File: src/rtl/res_mem_arbiter_if.sv
// Engine port, host port and result-RAM bus of res_mem_arbiter, bundled.
// The arbiter takes the slave view; requesters plus the RAM sit on the master side.
interface res_mem_arbiter_if #(
  parameter int AW = 14,
  parameter int DW = 8
) ();
  logic          e_req, e_wr, e_lock, e_gnt, e_rvalid;
  logic [AW-1:0] e_addr;
  logic [DW-1:0] e_wdata, e_rdata;
  logic          h_req, h_wr, h_lock, h_gnt, h_rvalid;
  logic [AW-1:0] h_addr;
  logic [DW-1:0] h_wdata, h_rdata;
  logic          res_rd, res_wr;
  logic [AW-1:0] res_addr;
  logic [DW-1:0] res_do, res_di;

  modport slave (
    input  e_req, e_wr, e_lock, e_addr, e_wdata,
    input  h_req, h_wr, h_lock, h_addr, h_wdata,
    input  res_di,
    output e_gnt, e_rvalid, e_rdata,
    output h_gnt, h_rvalid, h_rdata,
    output res_rd, res_wr, res_addr, res_do
  );

  modport master (
    output e_req, e_wr, e_lock, e_addr, e_wdata,
    output h_req, h_wr, h_lock, h_addr, h_wdata,
    output res_di,
    input  e_gnt, e_rvalid, e_rdata,
    input  h_gnt, h_rvalid, h_rdata,
    input  res_rd, res_wr, res_addr, res_do
  );
endinterface

File: src/rtl/res_mem_arbiter.sv
// Round-robin arbiter sharing the single-port result RAM between the DT engine (E)
// and the host DMA (H), with engine/host ownership locks bounded by MAX_LOCK.
module res_mem_arbiter #(
  parameter int AW       = 14,
  parameter int DW       = 8,
  parameter int MAX_LOCK = 64
) (
  input  logic             clk,
  input  logic             reset,
  res_mem_arbiter_if.slave bus
);
  localparam int            CW       = $clog2(MAX_LOCK + 1);
  localparam logic [CW-1:0] LOCK_MAX = CW'(MAX_LOCK);

  typedef enum logic [1:0] {IDLE = 2'd0, OWN_E = 2'd1, OWN_H = 2'd2} state_t;

  state_t        state, state_nxt, own_tgt;
  logic          rr_h, rr_h_nxt;
  logic [CW-1:0] lock_cnt, lock_cnt_nxt;
  logic          gnt_e, gnt_h, timeout;

  logic          acc_vld_p0, acc_wr_p0, acc_lock_p0, other_req_p0;
  logic [AW-1:0] acc_addr_p0;
  logic [DW-1:0] acc_wdata_p0;

  logic          res_rd_p1, res_wr_p1, vld_p1, host_p1;
  logic [AW-1:0] res_addr_p1;
  logic [DW-1:0] res_do_p1;
  logic          vld_p2, host_p2;

  // Stage p0: grant decision, combinational on the current requests
  always_comb begin
    gnt_e   = 1'b0;
    gnt_h   = 1'b0;
    timeout = 1'b0;
    case (state)
      OWN_E: begin
        timeout = bus.e_req & bus.h_req & (lock_cnt == LOCK_MAX);
        if (bus.e_req && !timeout) gnt_e = 1'b1;
        else if (bus.h_req)        gnt_h = 1'b1;
      end
      OWN_H: begin
        timeout = bus.h_req & bus.e_req & (lock_cnt == LOCK_MAX);
        if (bus.h_req && !timeout) gnt_h = 1'b1;
        else if (bus.e_req)        gnt_e = 1'b1;
      end
      default: begin
        if (bus.e_req && (!bus.h_req || !rr_h)) gnt_e = 1'b1;
        else if (bus.h_req)                     gnt_h = 1'b1;
      end
    endcase
  end

  always_comb begin
    acc_vld_p0   = gnt_e | gnt_h;
    acc_wr_p0    = gnt_h ? bus.h_wr    : bus.e_wr;
    acc_lock_p0  = gnt_h ? bus.h_lock  : bus.e_lock;
    other_req_p0 = gnt_h ? bus.e_req   : bus.h_req;
    acc_addr_p0  = gnt_h ? bus.h_addr  : bus.e_addr;
    acc_wdata_p0 = gnt_h ? bus.h_wdata : bus.e_wdata;
    own_tgt      = gnt_h ? OWN_H       : OWN_E;
  end

  always_comb begin
    state_nxt    = state;
    rr_h_nxt     = rr_h;
    lock_cnt_nxt = lock_cnt;
    if (acc_vld_p0) begin
      rr_h_nxt = gnt_e;
      if (timeout) begin
        state_nxt = IDLE;
      end else if (acc_lock_p0) begin
        state_nxt = own_tgt;
        // The entering grant is itself the first locked grant if the other side waits.
        if (state != own_tgt)  lock_cnt_nxt = CW'(other_req_p0);
        else if (other_req_p0) lock_cnt_nxt = lock_cnt + CW'(1);
      end else begin
        state_nxt = IDLE;
      end
    end else if ((state == OWN_E && !bus.e_lock) || (state == OWN_H && !bus.h_lock)) begin
      state_nxt = IDLE;
    end
  end

  always_ff @(posedge clk or negedge reset) begin
    if (!reset) begin
      state    <= IDLE;
      rr_h     <= 1'b0;
      lock_cnt <= '0;
    end else begin
      state    <= state_nxt;
      rr_h     <= rr_h_nxt;
      lock_cnt <= lock_cnt_nxt;
    end
  end

  // Stage p1: registered RAM command; p2: read-return port tag
  always_ff @(posedge clk or negedge reset) begin
    if (!reset) begin
      res_rd_p1   <= 1'b0;
      res_wr_p1   <= 1'b0;
      res_addr_p1 <= '0;
      res_do_p1   <= '0;
      vld_p1      <= 1'b0;
      host_p1     <= 1'b0;
      vld_p2      <= 1'b0;
      host_p2     <= 1'b0;
    end else begin
      res_rd_p1 <= acc_vld_p0 & ~acc_wr_p0;
      res_wr_p1 <= acc_vld_p0 &  acc_wr_p0;
      if (acc_vld_p0) begin
        res_addr_p1 <= acc_addr_p0;
        res_do_p1   <= acc_wdata_p0;
      end
      vld_p1  <= acc_vld_p0 & ~acc_wr_p0;
      host_p1 <= gnt_h;
      vld_p2  <= vld_p1;
      host_p2 <= host_p1;
    end
  end

  assign bus.e_gnt    = gnt_e;
  assign bus.h_gnt    = gnt_h;
  assign bus.res_rd   = res_rd_p1;
  assign bus.res_wr   = res_wr_p1;
  assign bus.res_addr = res_addr_p1;
  assign bus.res_do   = res_do_p1;
  assign bus.e_rvalid = vld_p2 & ~host_p2;
  assign bus.h_rvalid = vld_p2 &  host_p2;
  assign bus.e_rdata  = bus.res_di;
  assign bus.h_rdata  = bus.res_di;
endmodule
File: src/flat_wrapper.sv
// flat-port wrapper written by rule: the top's interface ports become plain ports
module res_mem_arbiter_flat 
#(
  parameter int AW       = 14,
  parameter int DW       = 8,
  parameter int MAX_LOCK = 64
)
  (clk, reset, bus_e_req, bus_e_wr, bus_e_lock, bus_e_addr, bus_e_wdata, bus_h_req, bus_h_wr, bus_h_lock, bus_h_addr, bus_h_wdata, bus_res_di, bus_e_gnt, bus_e_rvalid, bus_e_rdata, bus_h_gnt, bus_h_rvalid, bus_h_rdata, bus_res_rd, bus_res_wr, bus_res_addr, bus_res_do);
  res_mem_arbiter_if #(.AW(AW), .DW(DW)) bus_i ();
  input  logic clk;
  input  logic reset;
  input wire logic [$bits(bus_i.e_req)-1:0] bus_e_req;
  input wire logic [$bits(bus_i.e_wr)-1:0] bus_e_wr;
  input wire logic [$bits(bus_i.e_lock)-1:0] bus_e_lock;
  input wire logic [$bits(bus_i.e_addr)-1:0] bus_e_addr;
  input wire logic [$bits(bus_i.e_wdata)-1:0] bus_e_wdata;
  input wire logic [$bits(bus_i.h_req)-1:0] bus_h_req;
  input wire logic [$bits(bus_i.h_wr)-1:0] bus_h_wr;
  input wire logic [$bits(bus_i.h_lock)-1:0] bus_h_lock;
  input wire logic [$bits(bus_i.h_addr)-1:0] bus_h_addr;
  input wire logic [$bits(bus_i.h_wdata)-1:0] bus_h_wdata;
  input wire logic [$bits(bus_i.res_di)-1:0] bus_res_di;
  output wire logic [$bits(bus_i.e_gnt)-1:0] bus_e_gnt;
  output wire logic [$bits(bus_i.e_rvalid)-1:0] bus_e_rvalid;
  output wire logic [$bits(bus_i.e_rdata)-1:0] bus_e_rdata;
  output wire logic [$bits(bus_i.h_gnt)-1:0] bus_h_gnt;
  output wire logic [$bits(bus_i.h_rvalid)-1:0] bus_h_rvalid;
  output wire logic [$bits(bus_i.h_rdata)-1:0] bus_h_rdata;
  output wire logic [$bits(bus_i.res_rd)-1:0] bus_res_rd;
  output wire logic [$bits(bus_i.res_wr)-1:0] bus_res_wr;
  output wire logic [$bits(bus_i.res_addr)-1:0] bus_res_addr;
  output wire logic [$bits(bus_i.res_do)-1:0] bus_res_do;
  assign bus_i.e_req = bus_e_req;
  assign bus_i.e_wr = bus_e_wr;
  assign bus_i.e_lock = bus_e_lock;
  assign bus_i.e_addr = bus_e_addr;
  assign bus_i.e_wdata = bus_e_wdata;
  assign bus_i.h_req = bus_h_req;
  assign bus_i.h_wr = bus_h_wr;
  assign bus_i.h_lock = bus_h_lock;
  assign bus_i.h_addr = bus_h_addr;
  assign bus_i.h_wdata = bus_h_wdata;
  assign bus_i.res_di = bus_res_di;
  assign bus_e_gnt = bus_i.e_gnt;
  assign bus_e_rvalid = bus_i.e_rvalid;
  assign bus_e_rdata = bus_i.e_rdata;
  assign bus_h_gnt = bus_i.h_gnt;
  assign bus_h_rvalid = bus_i.h_rvalid;
  assign bus_h_rdata = bus_i.h_rdata;
  assign bus_res_rd = bus_i.res_rd;
  assign bus_res_wr = bus_i.res_wr;
  assign bus_res_addr = bus_i.res_addr;
  assign bus_res_do = bus_i.res_do;
  res_mem_arbiter #(.AW(AW), .DW(DW), .MAX_LOCK(MAX_LOCK)) u_core (.clk(clk), .reset(reset), .bus(bus_i));
endmodule
File: config.mk
export PLATFORM = sky130hd
export DESIGN_NAME = res_mem_arbiter_flat
export DESIGN_NICKNAME = d
export VERILOG_FILES = /design/src/rtl/res_mem_arbiter_if.sv /design/src/rtl/res_mem_arbiter.sv /design/src/flat_wrapper.sv
export SDC_FILE = /design/constraint.sdc
export NUM_CORES = 1
export LEC_CHECK = 0
export CAP_MARGIN = 20
export CORE_MARGIN = 5
export CORE_UTILIZATION = 40
export DETAILED_ROUTE_END_ITERATION = 8
export DONT_BUFFER_PORTS = 1
export GPL_TIMING_DRIVEN = 0
export MAX_ROUTING_LAYER = met4
export RECOVER_POWER = 25
export SETUP_SLACK_MARGIN = 0.02
export SKIP_LAST_GASP = 1
export SYNTH_ARGS = -nofsm -noshare
export SYNTH_HDL_FRONTEND = slang
export SYNTH_SLANG_ARGS = --single-unit
File: constraint.sdc
create_clock -name clk -period 2.7 [get_ports clk]
set_clock_uncertainty 0.1 [all_clocks]
set_input_delay 0.54 -clock clk [delete_from_list [all_inputs] [get_ports clk]]
set_output_delay 0.54 -clock clk [all_outputs]
set_load 0.05 [all_outputs]
; Yosys cells after proc, flatten, opt, wreduce, memory -nomap -nowiden
; Cells that the tools add are included.
[word_totals]
elab_cells = 64
input_bits = 60
reg_bits = 37
output_inout_bits = 44
[op_classes]
bitwise_logic = 10
eq_ne = 4
addsub = 1
muxes = 23
reduce_logical = 16
[ops]
columns = cell, count
row1 = two-way mux 14 bit, 1
row2 = two-way mux 7 bit, 2
row3 = two-way mux 1 bit, 12
row4 = two-way mux 2 bit, 5
row5 = two-way mux 8 bit, 1
row6 = adder 7 x 1 -> 7 bit (second input constant), 1
row7 = equality test 7 bit (second input constant), 1
row8 = AND 1 bit, 6
row9 = logical AND 1 bit, 5
row10 = logical NOT 1 bit, 5
row11 = case mux 1 bit (2 select lines), 2
row12 = AND reduction 4 bit, 1
row13 = nonzero test 2 bit, 2
row14 = NOT 1 bit, 3
row15 = equality test 2 x 1 -> 1 bit (second input constant), 1
row16 = equality test 2 bit (second input constant), 1
row17 = logical OR 1 bit, 2
row18 = != test 2 bit, 1
row19 = OR reduction 2 bit, 1
row20 = bitwise OR 1 bit, 1

; Depth between registers and ports, before layout
[depth]
ltp_word = 10
mapped_depth = 9
depth_no_buf = 8

; Worst setup path before layout
; Ideal clock, no wire load.
[synth_path]
path_type = flip-flop to output port
start = register u_core.state[0]
end = output port bus_h_gnt
path_slack_ps = -146
t_required_ps = 2060
arrival_ps = 2206
path_stages_with_launch = 8
n_path_buf = 2
cell_sequence = dfrtp_1 > inv_1 > ha_1 > and3b_1 > nor4_1 > or3_4 > buf_4 > clkbuf_1
[synth_between]
elab_chain_cells = 2
elab_cells_between_ends = 3
cone_classes = eq/ne (2) / mux (1)
[synth_lines]
columns = element, line
row1 = start: declaration, res_mem_arbiter.sv:17  ; state_t state, state_nxt, own_tgt;
row2 = start signal: assignment, res_mem_arbiter.sv:91  ; state <= state_nxt;
row3 = equality test 2 bit or equality test 2 x 1 -> 1 bit (tied branches), res_mem_arbiter.sv:36  ; case (state)
row4 = case mux 1 bit (2 select lines) (*), res_mem_arbiter.sv:36
row5 = end: declaration, flat_wrapper.sv:26  ; output wire logic [$bits(bus_i.h_gnt)-1:0] bus_h_gnt;
; Mark *: on every way between the ends. The rest lies on a longest branch, timed or not.

; Final worst setup path
[layout_path]
start = register u_core.lock_cnt[1]
end = output port bus_h_gnt
[layout_between]
elab_chain_cells = 6
elab_cells_between_ends = 8
cone_classes = eq/ne (1) / mux (3) / bitwise (1) / reduce/logical (3)
[layout_lines]
columns = element, line
row1 = start: declaration, res_mem_arbiter.sv:19  ; logic [CW-1:0] lock_cnt, lock_cnt_nxt;
row2 = start signal: assignment, res_mem_arbiter.sv:93  ; lock_cnt <= lock_cnt_nxt;
row3 = equality test 7 bit (*), "res_mem_arbiter.sv:38, res_mem_arbiter.sv:43"
row4 = AND 1 bit (*), "res_mem_arbiter.sv:38, res_mem_arbiter.sv:43"
row5 = logical NOT 1 bit (*), "res_mem_arbiter.sv:39, res_mem_arbiter.sv:44"
row6 = logical AND 1 bit (on tied branches), "res_mem_arbiter.sv:44, res_mem_arbiter.sv:39"
row7 = two-way mux 1 bit (on tied branches), "res_mem_arbiter.sv:44, res_mem_arbiter.sv:39"
row8 = case mux 1 bit (2 select lines) (*), res_mem_arbiter.sv:36
; Marks and branches as above.

==> impl_metrics.yaml <==
worst_setup_path:
  endpoint_kind: "output pin"
  cp_max_fo: 7
  reg2reg_from: "u_core.lock_cnt[1]"
  crit_required_ps: 2060
  start_kind: "flop"
  arrival_ps: 2000
  r2r_cells: 8
  critical_path.max_stage_delay_ps: 420
  critical_path.cell_chain: "inv_2 > ha_4 > nand4bb_4 > o211a_1 > or3_4 > clkbuf_16"
  regToRegEndpoint: "u_core.lock_cnt[0]"
  crit_type: "flop to output pin"
  slowest_stage: "dfrtp_1"
  reg2reg_setup_slack_ps: 160
outcome:
  status: "finished, final reports clean"
floorplanning:
  initial_core_util: 0.4135
  die_x_um: 82.67
  dieArea_um2: 6834
  rows: 26
  coreArea_um2: 5107
  die_h_um: 82.67
  ioPinCount: 104
cts:
  clkSinkCount: 37
  cts_max_level: 2
  clk_latency_ps: 290
  clk_pin_slew_ps: 80
  cts_buffer_depth: 2
  cts_root_buffer: "clkbuf_8"
  cts_tree: "built"
  cts_made_buffers: 5
yosys:
  syn_inst: 217
  synth_top_area_share: 0.4384
  yosysMostFrequentCell: "dfrtp_1"
  synth.yosys.seq_area_share: 0.4384
  async_reset_ff_frac: 1.000
  yosysTopAreaCell: "dfrtp_1"
  syn_nets: 281
  synth_edf_count: 0
  synthTopCellsByCount: "37 x dfrtp_1, 32 x nand2_1, 28 x o21ai_0, 22 x mux2i_1, 18 x buf_4"
  avgSynthCellArea_um2: 9.733
  synth_ff_type: "dfrtp_1"
  synthTopCellsByArea: "dfrtp_1 44%, mux2i_1 10%, o21ai_0 6.6%"
  synth_seq_cells: 37
  ys_warn_count: 0
  netlist_area_um2: 2112
  ys_types: 42
pwr:
  ir_drop_v: 0.0005869
  p_per_area_nw_per_um2: 1341
  power.switching_uw: 1724
  p_sw_frac: 0.5190
  p_comb_frac: 0.388
  seq_power_share: 0.473
  p_leak_uw: 0.001088
  p_int_uw: 1598
  pwr-share-clk: 0.140
hold_path:
  hold_depth: 1
  hp-class: "input port to flop"
  hold_end: "u_core.bus.res_rd"
  min_from: "bus_h_wr"
route:
  drtAntennaViolNets: 0
  wirelength_um: 5368
  vias_per_cell: 5.400
  wl_per_cell_um: 17.60
  drt-initial-drc-count: 103
  via_count: 1647
  drcViolationCount: 0
  firstDrtPassIters: 5
final_layout:
  stdcell_count: 305
  final_area_um2: 2477
  drive_gt1_frac: 0.2255
  n_antenna_cell: 0
  nNetsFinal: 299
  syn2layout_area_growth_pct: 17.30
global_route:
  antenna_found_initial: 0
  overflow: 0
  grt_pass1_vias: 1603
  grt_max_degree: 38
  grt_util_all_layers: 0.1526
  grt_pass1_wl_um: 7645
placement:
  place_congestion: 0.7645
  dp.cells: 287
  placement.cell_area_um2: 2201
  dp_hpwl_um: 3774
  port_buffers: 0
sta:
  min_period_over_period: 0.9764
  fmax_mhz: 379.3
  rsz0062_at_grt: "true"
  hold_ws_ps: 233.8
  tightest_slew_ps: 937.5
  setup_tns_ps: 0
  hold_viol: 0
  finalSetupViolations: 0
  layout_min_cycle_time_ps: 2636
  slew_violations: 0
  maxSlewHeadroom: 0.3737
job:
  max_cap_violations: 0
per-stage QoR:
stage                 util  setup slack (ps)  power (uW)
floorplan                -             82.42        2424
global placement    0.4309            -151.7        2633
detailed placement  0.4309            -146.5        2660
CTS                 0.4672            -45.53        3215
global route        0.4851            -25.83        3538
finish              0.4851             63.72        3322
critical path: cells and delay by family, from the launching register on:
kind,cells,cell delay [ps]
adders and majority gates,1,140
buffers and inverters,2,300
DFF,1,420
AOI/OAI and AO/OA,1,260
and+or+nand+nor,2,580
flip-flops by register name, indices dropped and copies added (netlist names):
signal / flops
u_core.bus.res_do: 8
u_core.rr_h: 1
u_core.vld_p2: 1
u_core.lock_cnt: 7
u_core.state: 2
u_core.bus.res_rd: 1
u_core.host_p2: 1
u_core.host_p1: 1
u_core.bus.res_wr: 1
u_core.bus.res_addr: 14
placed cells by master (no fill, tap or decap), types with 2 or more instances in the layout:
master    instances
clkbuf_8          5
nor2b_1           4
nand4_1           2
and3_1            3
a21oi_1           4
ha_4              2
buf_6             2
a211oi_1          3
nand3_1           7
inv_1             8
o21ai_0          27
inv_2             2
nand3b_1          2
buf_4            26
a21o_1            3
dfrtp_1          37
nor2_1            3
nand2_1          32
a22o_1            3
clkbuf_1          4
mux2i_1          22
power by group through the flow:
stage          Sequential (uW)  Clock, uW  Combinational, uW
2_1_floorplan             1530          0                897
3_3_place_gp              1580          0               1050
3_5_place_dp              1590          0               1070
4_1_cts                   1570        480               1160
5_1_grt                   1600        507               1430
6_report                  1570        464               1290
metal layers:
layer | GRT usage | part of all wire
met2 | 0.2452 | 0.50
met3 | 0.04338 | 0.079
met5 | - | 0
met4 | 0.04412 | 0.0099
met1 | 0.1874 | 0.41
area by class of cell:
type | count | area (um2)
well taps | 70 | 87.58
repair buffers | 12 | 91.34
flip-flops and latches | 37 | 925.9
plain buffers | 24 | 186.4
clock buffers | 5 | 68.82
clock inverters | 2 | 35.03
inverters | 10 | 37.54
multi-input cells | 145 | 1045
fillers | 514 | 2630
worst max-delay path by stage:
| stage | from | end | depth (start not counted) |
|---|---|---|---|
| after global placement | u_core.lock_cnt[0] | bus_e_gnt | 6 |
| after global routing | u_core.lock_cnt[1] | bus_h_gnt | 6 |
| final | u_core.lock_cnt[1] | bus_h_gnt | 6 |
| after CTS | u_core.state[0] | bus_h_gnt | 6 |
| after detailed placement | u_core.state[0] | bus_h_gnt | 7 |
| after floorplan | u_core.state[0] | bus_h_gnt | 7 |
kinds of logic (layout without fill, tap and decap cells):
group	Yosys count	in the layout	synth area share
simple gates	64	64	0.1594
compound gates	53	53	0.1617
flops	37	37	0.4384
buf+inv	35	53	0.09479
mux	24	24	0.1220
fa+ha+maj	4	4	0.02370
what timing repair did:
| action | in CTS | in global routing |
|---|---|---|
| gates cloned | 0 | 2 |
| buffers inserted | 2 | 6 |
| pin swaps | 1 | 4 |
| endpoints found under the hold margin | 37 | 0 |
| hold buffers | 2 | 0 |
| endpoints found under the setup margin | 15 | 11 |
| gates resized for setup | 12 | 13 |
No activity file was read; power rests on OpenSTA's default activity.
